## config.mk

```make
export PLATFORM = sky130hd
export DESIGN_NAME = sequence_generator
export DESIGN_NICKNAME = d
export VERILOG_FILES = /design/src/rtl/seq_gen_pkg.sv /design/src/rtl/sequence_generator.sv
export SDC_FILE = /design/constraint.sdc
export NUM_CORES = 1
export LEC_CHECK = 0
export CAP_MARGIN = 30
export CELL_PAD_IN_SITES_DETAIL_PLACEMENT = 1
export CELL_PAD_IN_SITES_GLOBAL_PLACEMENT = 1
export CORE_MARGIN = 5
export CORE_UTILIZATION = 27
export DETAILED_ROUTE_END_ITERATION = 16
export GPL_TIMING_DRIVEN = 0
export PLACE_DENSITY = 0.58
export SLEW_MARGIN = 20
export SYNTH_ARGS = -nofsm -noshare
export SYNTH_HDL_FRONTEND = slang
export SYNTH_SLANG_ARGS = --single-unit
```

## constraint.sdc

```tcl
create_clock -name clk -period 1.5 [get_ports clk]
set_input_delay 0.225 -clock clk [delete_from_list [all_inputs] [get_ports clk]]
set_output_delay 0.225 -clock clk [all_outputs]
set_load 0.02 [all_outputs]
```

## src/rtl/seq_gen_pkg.sv

```systemverilog
// Shared definitions for the serial pattern generator and its matching sequence detectors.
package seq_gen_pkg;

  typedef enum logic [1:0] {
    IDLE  = 2'd0,
    SHIFT = 2'd1,
    GAP   = 2'd2,
    DONE  = 2'd3
  } seq_gen_state_t;

  localparam logic [3:0] DEFAULT_PATTERN = 4'b1011;

endpackage

```

## src/rtl/sequence_generator.sv

```systemverilog
// Bit-serial pattern transmitter: sends PATTERN MSB-first reps times, GAP idle bits apart,
// then pulses done. Outputs are decoded from registered state and counters only.
module sequence_generator
  import seq_gen_pkg::*;
#(
  parameter int              WIDTH   = 4,
  parameter logic [WIDTH-1:0] PATTERN = DEFAULT_PATTERN,
  parameter int              GAP     = 2,
  parameter int              CNT_W   = 8
) (
  input  logic             clk,
  input  logic             rst,
  input  logic             start,
  input  logic [CNT_W-1:0] reps,
  input  logic             abort,
  output logic             out,
  output logic             out_valid,
  output logic             busy,
  output logic             done
);

  localparam int BW = (WIDTH > 1) ? $clog2(WIDTH) : 1;
  localparam int GW = (GAP > 0) ? $clog2(GAP + 1) : 1;

  localparam logic [BW-1:0] BIT_LAST = BW'(WIDTH - 1);
  // Only meaningful when GAP > 0; the GAP==0 path never loads the gap counter.
  localparam logic [GW-1:0] GAP_LOAD = GW'((GAP > 0) ? GAP - 1 : 0);

  seq_gen_state_t   state, state_n;
  logic [CNT_W-1:0] rep_cnt, rep_n;
  logic [BW-1:0]    bit_idx, bit_n;
  logic [GW-1:0]    gap_cnt, gap_n;

  always_ff @(posedge clk or posedge rst) begin
    if (rst) begin
      state   <= IDLE;
      rep_cnt <= '0;
      bit_idx <= '0;
      gap_cnt <= '0;
    end else begin
      state   <= state_n;
      rep_cnt <= rep_n;
      bit_idx <= bit_n;
      gap_cnt <= gap_n;
    end
  end

  // Abort wins over every progression step while a transfer is active.
  always_comb begin
    state_n = state;
    rep_n   = rep_cnt;
    bit_n   = bit_idx;
    gap_n   = gap_cnt;
    case (state)
      IDLE: begin
        if (!abort && start) begin
          rep_n   = reps;
          bit_n   = BIT_LAST;
          state_n = (reps != '0) ? SHIFT : DONE;
        end
      end
      SHIFT: begin
        if (abort) begin
          state_n = DONE;
        end else if (bit_idx != '0) begin
          bit_n = bit_idx - 1'b1;
        end else begin
          rep_n = rep_cnt - 1'b1;
          if (rep_cnt == CNT_W'(1)) begin
            state_n = DONE;
          end else if (GAP > 0) begin
            state_n = seq_gen_pkg::GAP;
            gap_n   = GAP_LOAD;
          end else begin
            bit_n = BIT_LAST;
          end
        end
      end
      seq_gen_pkg::GAP: begin
        if (abort) begin
          state_n = DONE;
        end else if (gap_cnt == '0) begin
          state_n = SHIFT;
          bit_n   = BIT_LAST;
        end else begin
          gap_n = gap_cnt - 1'b1;
        end
      end
      DONE: begin
        state_n = IDLE;
      end
      default: begin
        state_n = IDLE;
      end
    endcase
  end

  always_comb begin
    out       = 1'b0;
    out_valid = 1'b0;
    busy      = (state != IDLE);
    done      = (state == DONE);
    if (state == SHIFT) begin
      out       = PATTERN[bit_idx];
      out_valid = 1'b1;
    end
  end

endmodule

```

==> impl_metrics.csv <==
group,metric,value,unit
grt,met1_usage,14.1,%
yosys,ys.flop_type,"dfrtp_1",
yosys,synth_edf_count,0,
setup_path,crit_fanout,10,
routing,drt_pre_antenna_iters,4,
grt,antenna_found_initial,0,
yosys,synth_top_area_share,34.3,%
grt,busiest_layer,"met2",
sta,setup_violations,3,
finish,post-route-cell-area,1450,µm²
setup_path,worstSetupPathType,"flop to primary output",
grt,grt_start_max_net_pins,15,
clock_tree,cts_hold_buf,0,
yosys,synthTopCellsByArea,"dfrtp_1, ha_1, a21oi_1",
clock_tree,cts_tree,"built",
clock_tree,htreeDepth,1,
floorplan,die_x,71.5,µm
pwr,p_leak,0.615,nW
placed_design,gp_congestion,0.762,
floorplan,ios,16,
grt,grt_pass1_vias,1080,
grt,gr-usage-met3,2.66,%
clock_tree,cts_buffers,3,
routing,drtIter0Drc,52,
sta,max_freq,0.641,GHz
floorplan,initial_core_util,27.9,%
setup_path,cp.required,1.27,ns
clock_tree,insertion_delay,0.25,ns
setup_path,end_kind,"primary output",
run_status,outcome,"complete, but fails checks",
yosys,synth_area_per_cell,8.88,µm²
setup_path,crit_end,"out",
setup_path,startpoint_type,"flop",
setup_path,reg2reg_from,"state[0]",
grt,overflow,0,
yosys,synth_cells,115,
placed_design,place_ws,-0.348,ns
finish,antenna_cells,0,
setup_path,r2r-end,"rep_cnt[1]",
pwr,power.density,2020,nW/µm²
floorplan,rows,22,
sta,final-hold-violation-count,0,
yosys,synth.distinct_cells,32,
grt,track_usage,12.1,%
yosys,yosys_warnings,0,
yosys,synth_async_sr_flop_share,100,%
pwr,ir_worst_vdd,0.628,mV
setup_path,r2r_slack,-0.03,ns
min_path,min_path_type,"input pin to asynchronous set/reset pin",
sta,tightest_slew,0.607,ns
routing,vias_per_cell,5.11,
yosys,synth_seq_cells,14,
routing,drc,0,
floorplan,core,3660,µm²
clock_tree,cts.sinks,14,
routing,ant_nets,0,
clock_tree,cts_root_buf,"clkbuf_8",
sta,post-route-period-util,104,%
setup_path,critical_path_arrival,1.33,ns
finish,final_nets,163,
routing,num_vias,981,
setup_path,cp-startpoint,"state[1]",
yosys,synth_top_area_cell,"dfrtp_1",
placed_design,dpl.hpwl,2210,µm
run_status,violations,"setup timing",
yosys,syn-num-nets,132,
yosys,seq_area_frac_synth,34.3,%
finish,area_delta_synth_final,42.3,%
sta,worst_clock_skew,0.00110,ns
sta,drv_slew,0,
sta,rsz0062_at_grt,"true",
clock_tree,cts_buffer_depth,2,
sta,hold_ws,0.349,ns
yosys,synth_area,1020,µm²
sta,fin_ws,-0.0591,ns
floorplan,die_y,71.5,µm
run,drv_cap,0,
sta,relSlewSlack,59.5,%
finish,drive_above_1_share,35.4,%
floorplan,dieArea,5110,µm²
placed_design,placed_area,1220,µm²
routing,avgRoutedWirePerCell,15.5,µm
grt,use_met2,21.8,%
placed_design,portBuffers,14,
routing,drt_wl_total,2970,µm
clock_tree,clk_pin_slew,0.06,ns
grt,grt_pass1_wl,4950,µm
setup_path,reg2reg_depth,6,
sta,layout_min_cycle_time,1.56,ns
[report_power, final]
group	leakage (nW)	internal (W)	total (W)	switching (W)
Sequential	0.165	0.000562	0.000749	0.000187
Clock	0.0216	0.000178	0.000323	0.000145
Combinational	0.429	0.000880	0.00186	0.000985
[cells in the mapped netlist, drive strengths merged, types with 3 or more instances]
cell type	instances
nand2b	5
nand2	8
o21ai	15
o2bb2ai	3
ha	5
buf	6
nand3	3
dfrtp	14
nor2	8
a22oi	4
a21oi	9
a211oi	3
inv	13
[cell usage in the layout, fill, tap and decap left out, drive strengths merged, types with 2 or more instances in the layout]
master / Yosys / layout
inv: 13 / 13
nor4b: 2 / 2
clkbuf: 1 / 4
nand2: 8 / 8
or4: 2 / 2
nor2: 8 / 8
buf: 6 / 22
a21oi: 9 / 9
a211oi: 3 / 3
clkdlybuf4s50: 0 / 10
nor3: 2 / 2
o21ai: 15 / 15
and2: 2 / 2
a211o: 2 / 2
nor4: 2 / 2
nand2b: 5 / 5
a22oi: 4 / 4
o2bb2ai: 3 / 3
nand3: 3 / 3
dfrtp: 14 / 14
ha: 5 / 5
[area by class of cell]
class	count	area, µm²
flip-flops and latches	14	353
well taps	48	60.1
repair buffers	26	235
inverters	13	51.3
clock buffers	3	41.3
multi-input cells	81	644
fillers	436	2210
plain buffers	7	67.6
[through the flow]
stage                     util [%]  std cells  power, W  setup TNS (ns)
after global placement        33.4        177   0.00216           -1.48
after detailed placement      33.4        177   0.00222           -1.92
final                         39.7        192   0.00294         -0.0911
after global routing          39.7        192   0.00318          -0.506
after CTS                     36.2        184   0.00266          -0.152
after floorplan                  -        115   0.00177               0
[what timing repair did]
| item | 4_1_cts | 5_1_grt |
|---|---|---|
| endpoints found under the setup margin | 12 | 15 |
| buffers inserted | 3 | 8 |
| gates cloned | 1 | 0 |
| pin swaps | 3 | 7 |
| gates resized for setup | 24 | 24 |
[worst min path at each step]
| stage | end | cells after the start |
|---|---|---|
| 2_1_floorplan | bit_idx[0] | 1 |
| 3_3_place_gp | gap_cnt[0] | 1 |
| 3_5_place_dp | gap_cnt[0] | 1 |
| 4_1_cts | rep_cnt[1] | 2 |
| 5_1_grt | rep_cnt[3] | 2 |
| 6_report | rep_cnt[1] | 2 |
[worst max-delay path: stages, from the launching register on]
cell      delay, ns
dfrtp_1        0.41
nand2b_1       0.16
buf_6          0.14
buf_6          0.14
nor2_1         0.08
buf_4          0.14
[sequential cells by signal, summed over array words and instances, names as in the netlist]
name / flops
gap_cnt: 2
bit_idx: 2
state: 2
rep_cnt: 8
[routing by layer]
metal,vias up,part of all wire [%]
met5,-,0
met4,0,0.61
li1,465,-
met3,4,3.2
met1,499,43
met2,13,53
[logic make-up (layout without fill, tap and decap cells)]
family                     Yosys count  in the layout  synth area share (%)
DFF                                 14             14                  34.3
adders and majority gates            5              5                  6.13
and+or+nand+nor                     35             35                  21.1
AOI/OAI and AO/OA                   39             39                  25.6
buffers and inverters               20             49                  10.8
muxes                                2              2                  2.08
Power figures use the tool's default switching activity.
